<file path="src/rtl/attex_bus_pkg.sv">
// Shared state encoding, slave-index type and default address map for the attex bus fabric.
package attex_bus_pkg;

  localparam int MAX_SLAVES = 8;

  localparam logic [2:0] ST_IDLE = 3'd0;
  localparam logic [2:0] ST_WAIT = 3'd1;
  localparam logic [2:0] ST_ACK  = 3'd2;
  localparam logic [2:0] ST_ERR  = 3'd3;
  localparam logic [2:0] ST_HOLD = 3'd4;

  typedef enum logic [2:0] {
    S_IDLE = ST_IDLE,
    S_WAIT = ST_WAIT,
    S_ACK  = ST_ACK,
    S_ERR  = ST_ERR,
    S_HOLD = ST_HOLD
  } bus_state_e;

  typedef logic [2:0] slave_idx_t;

  localparam int          DEFAULT_NUM_SLAVES = 4;
  localparam logic [95:0] DEFAULT_SLAVE_BASE = {24'h320000, 24'h310000, 24'h300000, 24'h000000};
  localparam logic [95:0] DEFAULT_SLAVE_MASK = {24'hFF0000, 24'hFF0000, 24'hFF0000, 24'hC00000};
  localparam logic [7:0]  DEFAULT_SLAVE_LAT  = {2'd1, 2'd0, 2'd0, 2'd0};

  function automatic logic [MAX_SLAVES-1:0] idx_onehot(input slave_idx_t idx);
    return 8'd1 << idx;
  endfunction

endpackage

</file>
<file path="src/rtl/attex_bus_watchdog.sv">
// Counts consecutive WAIT cycles and flags when the configured limit is reached.
// Only instantiated when ATTEX_BUS_TIMEOUT_EN is defined.
module attex_bus_watchdog #(
  parameter logic [9:0] LIMIT = 10'd1023
) (
  input  logic clk30,
  input  logic reset_n,
  input  logic clear,
  input  logic enable,
  output logic expired
);

  logic [9:0] count_reg;

  always_ff @(posedge clk30 or negedge reset_n) begin
    if (!reset_n) begin
      count_reg <= '0;
    end else if (clear) begin
      count_reg <= '0;
    end else if (enable && !expired) begin
      count_reg <= count_reg + 10'd1;
    end
  end

  // The count starts at zero in the first WAIT cycle, so LIMIT-1 marks the LIMIT-th cycle.
  assign expired = enable && (count_reg == LIMIT - 10'd1);

endmodule

</file>
<file path="src/rtl/attex_bus_fabric.sv">
// Address-decoding bus fabric between a 68k-style CPU bus and up to eight slaves.
// Define ATTEX_BUS_TIMEOUT_EN to add a watchdog that errors out stalled WAIT states.
module attex_bus_fabric
  import attex_bus_pkg::*;
#(
  parameter int                       NUM_SLAVES     = DEFAULT_NUM_SLAVES,
  parameter logic [24*NUM_SLAVES-1:0] SLAVE_BASE     = DEFAULT_SLAVE_BASE,
  parameter logic [24*NUM_SLAVES-1:0] SLAVE_MASK     = DEFAULT_SLAVE_MASK,
  parameter logic [2*NUM_SLAVES-1:0]  SLAVE_LAT      = DEFAULT_SLAVE_LAT,
  parameter int                       IACK_SLAVE     = 0,
  parameter logic [9:0]               TIMEOUT_CYCLES = 10'd1023
) (
  input  logic                     clk30,
  input  logic                     reset_n,
  input  logic [23:1]              cpu_addr,
  input  logic                     cpu_as,
  input  logic                     cpu_uds,
  input  logic                     cpu_lds,
  input  logic                     cpu_write_strobe,
  input  logic                     cpu_iack,
  input  logic [16*NUM_SLAVES-1:0] slave_dout,
  input  logic [NUM_SLAVES-1:0]    slave_ack,
  output logic [NUM_SLAVES-1:0]    cs,
  output logic [15:0]              cpu_din,
  output logic                     cpu_bus_ack,
  output logic                     cpu_bus_err,
  output logic [23:0]              fault_addr
);

  localparam logic [MAX_SLAVES-1:0] IACK_ONEHOT = idx_onehot(slave_idx_t'(IACK_SLAVE));

  bus_state_e            state_reg;
  slave_idx_t            sel_idx_reg;
  logic [23:0]           addr_reg;
  logic                  write_reg;
  logic [1:0]            lat_cnt_reg;
  logic [23:0]           addr_byte;
  logic [15:0]           dout_tab [MAX_SLAVES];
  logic [1:0]            lat_tab  [MAX_SLAVES];
  logic [MAX_SLAVES-1:0] ack_vec;
  logic [MAX_SLAVES-1:0] match_vec;
  logic [MAX_SLAVES-1:0] dec_onehot;
  slave_idx_t            dec_idx;
  logic                  dec_hit;
  logic                  wd_expired;

  assign addr_byte = {cpu_addr, 1'b0};

  // Unused table slots read as zero so the selected index can always address an 8-entry table.
  for (genvar gi = 0; gi < MAX_SLAVES; gi++) begin : g_slave
    if (gi < NUM_SLAVES) begin : g_used
      assign dout_tab[gi]  = slave_dout[16*gi +: 16];
      assign lat_tab[gi]   = SLAVE_LAT[2*gi +: 2];
      assign ack_vec[gi]   = slave_ack[gi];
      assign match_vec[gi] = (addr_byte & SLAVE_MASK[24*gi +: 24]) == SLAVE_BASE[24*gi +: 24];
    end else begin : g_unused
      assign dout_tab[gi]  = '0;
      assign lat_tab[gi]   = '0;
      assign ack_vec[gi]   = 1'b0;
      assign match_vec[gi] = 1'b0;
    end
  end

  always_comb begin
    dec_idx = '0;
    for (int i = MAX_SLAVES - 1; i >= 0; i--) begin
      if (match_vec[i]) dec_idx = slave_idx_t'(i);
    end
  end

  assign dec_hit    = |match_vec;
  assign dec_onehot = idx_onehot(dec_idx);

`ifdef ATTEX_BUS_TIMEOUT_EN
  attex_bus_watchdog #(
    .LIMIT(TIMEOUT_CYCLES)
  ) u_watchdog (
    .clk30   (clk30),
    .reset_n (reset_n),
    .clear   (state_reg != S_WAIT),
    .enable  (state_reg == S_WAIT),
    .expired (wd_expired)
  );
`else
  logic [9:0] timeout_unused;
  assign timeout_unused = TIMEOUT_CYCLES;
  assign wd_expired     = 1'b0;
`endif

  always_ff @(posedge clk30 or negedge reset_n) begin
    if (!reset_n) begin
      state_reg   <= S_IDLE;
      sel_idx_reg <= '0;
      addr_reg    <= '0;
      write_reg   <= 1'b0;
      lat_cnt_reg <= '0;
      cs          <= '0;
      cpu_din     <= '0;
      cpu_bus_ack <= 1'b0;
      cpu_bus_err <= 1'b0;
      fault_addr  <= '0;
    end else begin
      cpu_bus_ack <= 1'b0;
      cpu_bus_err <= 1'b0;
      case (state_reg)
        S_IDLE: begin
          lat_cnt_reg <= '0;
          if (cpu_as && cpu_iack) begin
            sel_idx_reg <= slave_idx_t'(IACK_SLAVE);
            cs          <= IACK_ONEHOT[NUM_SLAVES-1:0];
            addr_reg    <= addr_byte;
            write_reg   <= 1'b0;
            state_reg   <= S_ACK;
          end else if (cpu_as && (cpu_uds || cpu_lds)) begin
            addr_reg  <= addr_byte;
            write_reg <= cpu_write_strobe;
            if (dec_hit) begin
              sel_idx_reg <= dec_idx;
              cs          <= dec_onehot[NUM_SLAVES-1:0];
              state_reg   <= S_WAIT;
            end else begin
              state_reg <= S_ERR;
            end
          end
        end
        S_WAIT: begin
          if (!cpu_as) begin
            cs        <= '0;
            state_reg <= S_IDLE;
          end else if (lat_tab[sel_idx_reg] != 2'd0) begin
            // Fixed-latency slaves accept writes immediately; reads wait out the latency.
            if (write_reg || (lat_cnt_reg == lat_tab[sel_idx_reg] - 2'd1)) begin
              state_reg <= S_ACK;
            end else begin
              lat_cnt_reg <= lat_cnt_reg + 2'd1;
            end
          end else if (ack_vec[sel_idx_reg]) begin
            state_reg <= S_ACK;
          end else if (wd_expired) begin
            cs        <= '0;
            state_reg <= S_ERR;
          end
        end
        S_ACK: begin
          cpu_bus_ack <= 1'b1;
          cpu_din     <= dout_tab[sel_idx_reg];
          state_reg   <= S_HOLD;
        end
        S_ERR: begin
          cpu_bus_err <= 1'b1;
          fault_addr  <= addr_reg;
          cs          <= '0;
          state_reg   <= S_HOLD;
        end
        S_HOLD: begin
          if (!cpu_as) begin
            cs        <= '0;
            state_reg <= S_IDLE;
          end
        end
        default: begin
          cs        <= '0;
          state_reg <= S_IDLE;
        end
      endcase
    end
  end

endmodule

</file>
<file path="config.mk">
export PLATFORM = sky130hd
export DESIGN_NAME = attex_bus_fabric
export DESIGN_NICKNAME = d
export VERILOG_FILES = /design/src/rtl/attex_bus_pkg.sv /design/src/rtl/attex_bus_watchdog.sv /design/src/rtl/attex_bus_fabric.sv
export SDC_FILE = /design/constraint.sdc
export NUM_CORES = 1
export LEC_CHECK = 0
export CORE_AREA = 5 5 113 115
export CTS_BUF_LIST = sky130_fd_sc_hd__clkbuf_16
export DETAILED_ROUTE_END_ITERATION = 6
export DIE_AREA = 0 0 118 120
export GPL_ROUTABILITY_DRIVEN = 0
export PLACE_DENSITY = 0.56
export SLEW_MARGIN = 10
export SYNTH_ARGS = -nofsm -noshare
export SYNTH_HDL_FRONTEND = slang
export SYNTH_SLANG_ARGS = --single-unit
</file>
<file path="constraint.sdc">
create_clock -name clk30 -period 5.15 [get_ports clk30]
set_input_delay 1.03 -clock clk30 [delete_from_list [all_inputs] [get_ports clk30]]
set_output_delay 1.03 -clock clk30 [all_outputs]
set_load 0.005 [all_outputs]
</file>
After elaboration in Yosys (flattened, before gate mapping)
Memories as Yosys holds them, arrays and structs flattened. Cells that the tools add are included.

Bits in registers: 79. Latch bits: 0. RAM bits: 0. Memory bits (read-only): 16. Input bits: 98. Output and inout bits: 46. Word-level logic and storage cells: 91. Memories: 1.

$add $sub $neg: 2. $mul: 0. Div/mod/pow operators: 0. Order comparisons: 2. Equality and inequality tests: 17. Shift-type cells: 1. Muxes and demuxes: 38. Bitwise logic cells: 2. Reductions and logical operators: 18.

Memory list: (no name shown) (depth 8, width 2, rd ports 1, clocked after Yosys merged registers in 0, write ports 0, line attex_bus_fabric.sv:132) `if (write_reg || (lat_cnt_reg == lat_tab[sel_idx_reg] - 2'd1)) begin`.

Operators with widths (count): binary-select mux 16 bit (select 3 bit) (1); 2-to-1 mux 24 bit (2); 2-to-1 mux 16 bit (2); 2-to-1 mux 3 bit (10); == test 8 x 6 -> 1 bit (second input constant) (3); logical NOT 24 bit (1); 2-to-1 mux 2 bit (10); 2-to-1 mux 4 bit (4); case mux 3 bit (4 select lines) (1); case mux 4 bit (3 select lines) (1); AND reduction 4 bit (3); != test 2 bit (second input constant) (5); != test 4 bit (second input constant) (2); nonzero test 2 bit (4); == test 3 x 2 -> 1 bit (second input constant) (2); != test 3 bit (second input constant) (2); 2-to-1 mux 1 bit (5); >= comparator 4 bit (second input constant) (1); < comparator 3 x 4 -> 1 bit (second input constant) (1); inverter 3 -> 4 bit (1); case mux 2 bit (2 select lines) (1); OR reduction 2 bit (2); OR reduction 4 bit (1); << shifter 1 x 2 -> 4 bit (first input constant) (1); 12 further kinds (14).

Longest topological paths before layout
Word-level depth: 11. Depth in mapped cells: 6. Depth with buffers taken out: 4.

Worst setup path before layout
No wires, ideal clock.

Path kind: input-to-reg. From: in cpu_as. To: reg addr_reg[10]. Setup time: 125 ps. Arrival time: 2142 ps. Required time: 5025 ps. Path slack: 2883 ps. Cell stages on the path: 4. Buffers on the path: 1. Path through: nand2b_1 > nor4_4 > buf_6 > mux2_2.

Cells in the longest elaborated chain, start to end: 3. Elaborated cells on any way between the ends: 5. Those cells by class: 1 x mux; 4 x reduce/logical.

RTL lines: from (decl) (line attex_bus_fabric.sv:16) `input logic cpu_as,`; logical AND 1 bit (on tied branches) (line attex_bus_fabric.sv:108, attex_bus_fabric.sv:114); nonzero test 2 bit (no line); AND reduction 2 bit (no line); to (signal assigned) (line attex_bus_fabric.sv:111) `addr_reg <= addr_byte;`; to (signal assigned) (line attex_bus_fabric.sv:115) `addr_reg <= addr_byte;`; to (decl) (line attex_bus_fabric.sv:34) `logic [23:0] addr_reg;`.

Several ways; a longest one is shown, not always the timed one. A chain may end at the register's enable or synchronous reset.

Final worst setup path
From: in cpu_as. To: reg addr_reg[14].

Same word-level chain as after synthesis.

==> impl_metrics.py <==
metrics = {
    "synthesis": {
        "ys_types": 37,
        "yosysSeqAreaShare_pct": 55.76,
        "syn_inst": 270,
        "synth_area_um2": 3411,
        "avgSynthCellArea_um2": 12.63,
        "yosys_warnings": 0,
        "synth_seq_cells": 76,
        "synth_nets": 368,
    },
    "worst_setup_path": {
        "r2r_slack_ps": 2260,
        "worst_setup_path_end_kind": "flip-flop",
        "cp.arrival_ps": 3300,
        "path_max_fanout": 15,
        "timing.rr.end": "fault_addr[14]",
        "r2r_cells": 4,
        "regToRegStartpoint": "state_reg[0]",
        "critPathKind": "in2reg",
        "cp-start-kind": "input pin",
        "required_ps": 5360,
    },
    "placed_design": {
        "pre_cts_ws_ps": 1702,
        "hpwlAfterDp_mm": 6.680,
        "portBuffers": 141,
    },
    "floorplanning": {
        "die_w_um": 118,
        "core_region_area_um2": 11710,
        "rows": 40,
        "io_pins": 144,
        "start_util_pct": 29.12,
        "die_y_um": 120,
        "die-area_um2": 14160,
    },
    "cells_and_area": {
        "drive_above_1_share_pct": 18.89,
        "area_growth_pct": 53.56,
        "nNetsFinal": 508,
        "diodes": 0,
    },
    "hold_path": {
        "hold_depth": 2,
        "hold_start": "addr_reg[15]",
        "min_to": "fault_addr[15]",
        "hold_class": "reg2reg",
    },
    "cts": {
        "hold_buffers": 0,
        "worstSkewPairLatency_ps": 330,
        "cts-buffers-inserted": 9,
        "clk_pin_slew_worst_paths_ps": 60,
        "cts_tree": "yes",
        "htree_levels": 3,
        "clock_sinks": 76,
        "clk_path_buf_depth": 2,
        "ctsResizeCount": 0,
        "cts-root-buf": "clkbuf_16",
        "postCtsSetupRepairBufs": 0,
    },
    "global_route": {
        "grt_pass1_wl_mm": 15.61,
        "grt_max_degree": 77,
        "met2_usage_pct": 21.32,
        "grtUsageMet3_pct": 4.948,
        "top_usage_layer": "met2",
        "grt_use_met1_pct": 18.34,
        "grt_pass1_vias": 2826,
        "grt-ovfl-total": 0,
        "antenna_found_initial": 0,
        "grt_usage_pct": 13.90,
    },
    "route": {
        "drt-vias-per-instance": 4.629,
        "drt-total-wl_mm": 9.289,
        "drcViolationCount": 0,
        "drt_iter0_markers": 91,
        "first_pass_iters": 4,
        "antenna_left": 0,
        "vias": 2592,
        "avgRoutedWirePerCell_um": 16.59,
    },
    "pwr": {
        "p_per_area_nw_per_um2": 494.7,
        "leakage_nw": 2.210,
        "ir_drop_uv": 206.2,
    },
    "timing": {
        "finalCritPeriodShare_pct": 59.91,
        "worst_slack_ps": 2065,
        "hold_violations": 0,
        "finClkSkew_ps": 6.991,
        "setup_viol_count_final": 0,
        "slew_violations": 0,
        "rsz0062_at_grt": "no",
        "slew_headroom_pct": 21.90,
        "tightest_slew_ps": 1168,
        "setup_tns_ps": 0,
        "finalCriticalPeriod_ps": 3085,
        "clock.fmax_mhz": 324.1,
    },
    "status": {
        "status": "finished clean",
    },
    "run": {
        "maxCapViolations": 0,
    },
}
-- placed cells by master, fill, tap and decap left out, types with 3 or more instances in the layout --
cell             netlist  routed
clkdlybuf4s50_1        0     140
clkbuf_16              0       9
o21ai_0                6       6
mux4_2                16      16
nand2_1               76      76
inv_1                  3       3
mux2_2                39      39
dfrtp_1               76      76
buf_4                  1       4
and2_1                 5       5
nor2_1                 5       5
-- stage by stage --
step / util (%) / hold slack (ps) / cell area [um^2] / power [mW] / cells
after floorplan: - / 431.5 / 3411 / 1.453 / 270
after global placement: 42.13 / 442.1 / 4933 / 1.946 / 546
after detailed placement: 42.13 / 448.7 / 4933 / 1.969 / 546
after CTS: 44.72 / 460.5 / 5238 / 2.641 / 560
after global routing: 44.72 / 491.4 / 5238 / 2.780 / 560
final: 44.72 / 455.4 / 5238 / 2.591 / 560
-- power breakdown --
group	switching, mW	internal (mW)	total (mW)
Clock	0.236	0.418	0.654
Combinational	0.314	0.592	0.906
Sequential	0.161	0.870	1.03
-- synth_stat cells (all sizes together) --
cell / n / share of area, %
or2: 1 / 0.18
a21oi: 1 / 0.15
nand2b: 1 / 0.18
inv: 3 / 0.33
xnor2: 1 / 0.26
nor3: 2 / 0.44
mux2: 41 / 14
nor2b: 1 / 0.18
buf: 11 / 2.2
maj3: 1 / 0.29
clkbuf: 4 / 0.48
o2111a: 1 / 0.33
nor3b: 2 / 0.44
a21o: 1 / 0.22
mux4: 16 / 11
nor2: 5 / 0.55
nand3b: 2 / 0.44
mux2i: 1 / 0.29
nor4: 1 / 0.62
o32ai: 1 / 0.26
and4bb: 1 / 0.37
and2: 5 / 0.92
a22o: 2 / 0.51
nand2: 77 / 8.5
o211ai: 1 / 0.22
nand4: 1 / 0.18
nand3: 2 / 0.29
or2b: 1 / 0.22
o21ai: 6 / 0.88
dfrtp: 76 / 56
conb: 1 / 0.11
-- worst max-delay path by stage --
| stage | start | endpoint | cells after the start |
|---|---|---|---|
| 4_1_cts | cpu_as | addr_reg[14] | 5 |
| 6_report | cpu_as | addr_reg[14] | 5 |
| 5_1_grt | state_reg[0] | fault_addr[4] | 4 |
| 3_3_place_gp | cpu_as | addr_reg[13] | 5 |
| 3_5_place_dp | cpu_as | addr_reg[14] | 5 |
| 2_1_floorplan | cpu_as | addr_reg[10] | 4 |
-- per-layer routing --
| metal | share of wire [%] | vias to the layer above | wire [um] |
|---|---|---|---|
| li1 | - | 1211 | - |
| met1 | 46 | 1256 | 4317 |
| met2 | 45 | 115 | 4176 |
| met3 | 7.1 | 10 | 661 |
| met4 | 1.4 | 0 | 134 |
| met5 | 0 | - | 0 |
-- layout make-up --
| class | count | area (um^2) |
|---|---|---|
| multi-input cells | 176 | 1405 |
| inverters | 3 | 11.26 |
| clock inverters | 5 | 78.83 |
| clock buffers | 9 | 225.2 |
| well taps | 147 | 183.9 |
| flip-flops and latches | 76 | 1902 |
| fillers | 1126 | 6474 |
| repair buffers | 144 | 1431 |
-- logic make-up (layout without fill, tap and decap cells) --
logic type | count (synthesis) | in the layout | synth area share (%)
AO/OA/AOI/OAI | 13 | 13 | 2.568
XOR/XNOR | 1 | 1 | 0.2568
adder cells (fa/ha/maj) | 1 | 1 | 0.2935
buffers and inverters | 18 | 161 | 3.044
flip-flops | 76 | 76 | 55.76
multiplexers | 58 | 58 | 24.39
other | 1 | 1 | 0.1099
AND/OR/NAND/NOR | 102 | 102 | 13.57
-- critical path, cell delays in order --
cell and delay [ps]:
clkdlybuf4s50_1 550, nand2b_1 130, nor4_4 840, buf_4 380
mux2_2 360
No activity file was read; power rests on OpenSTA's default activity.
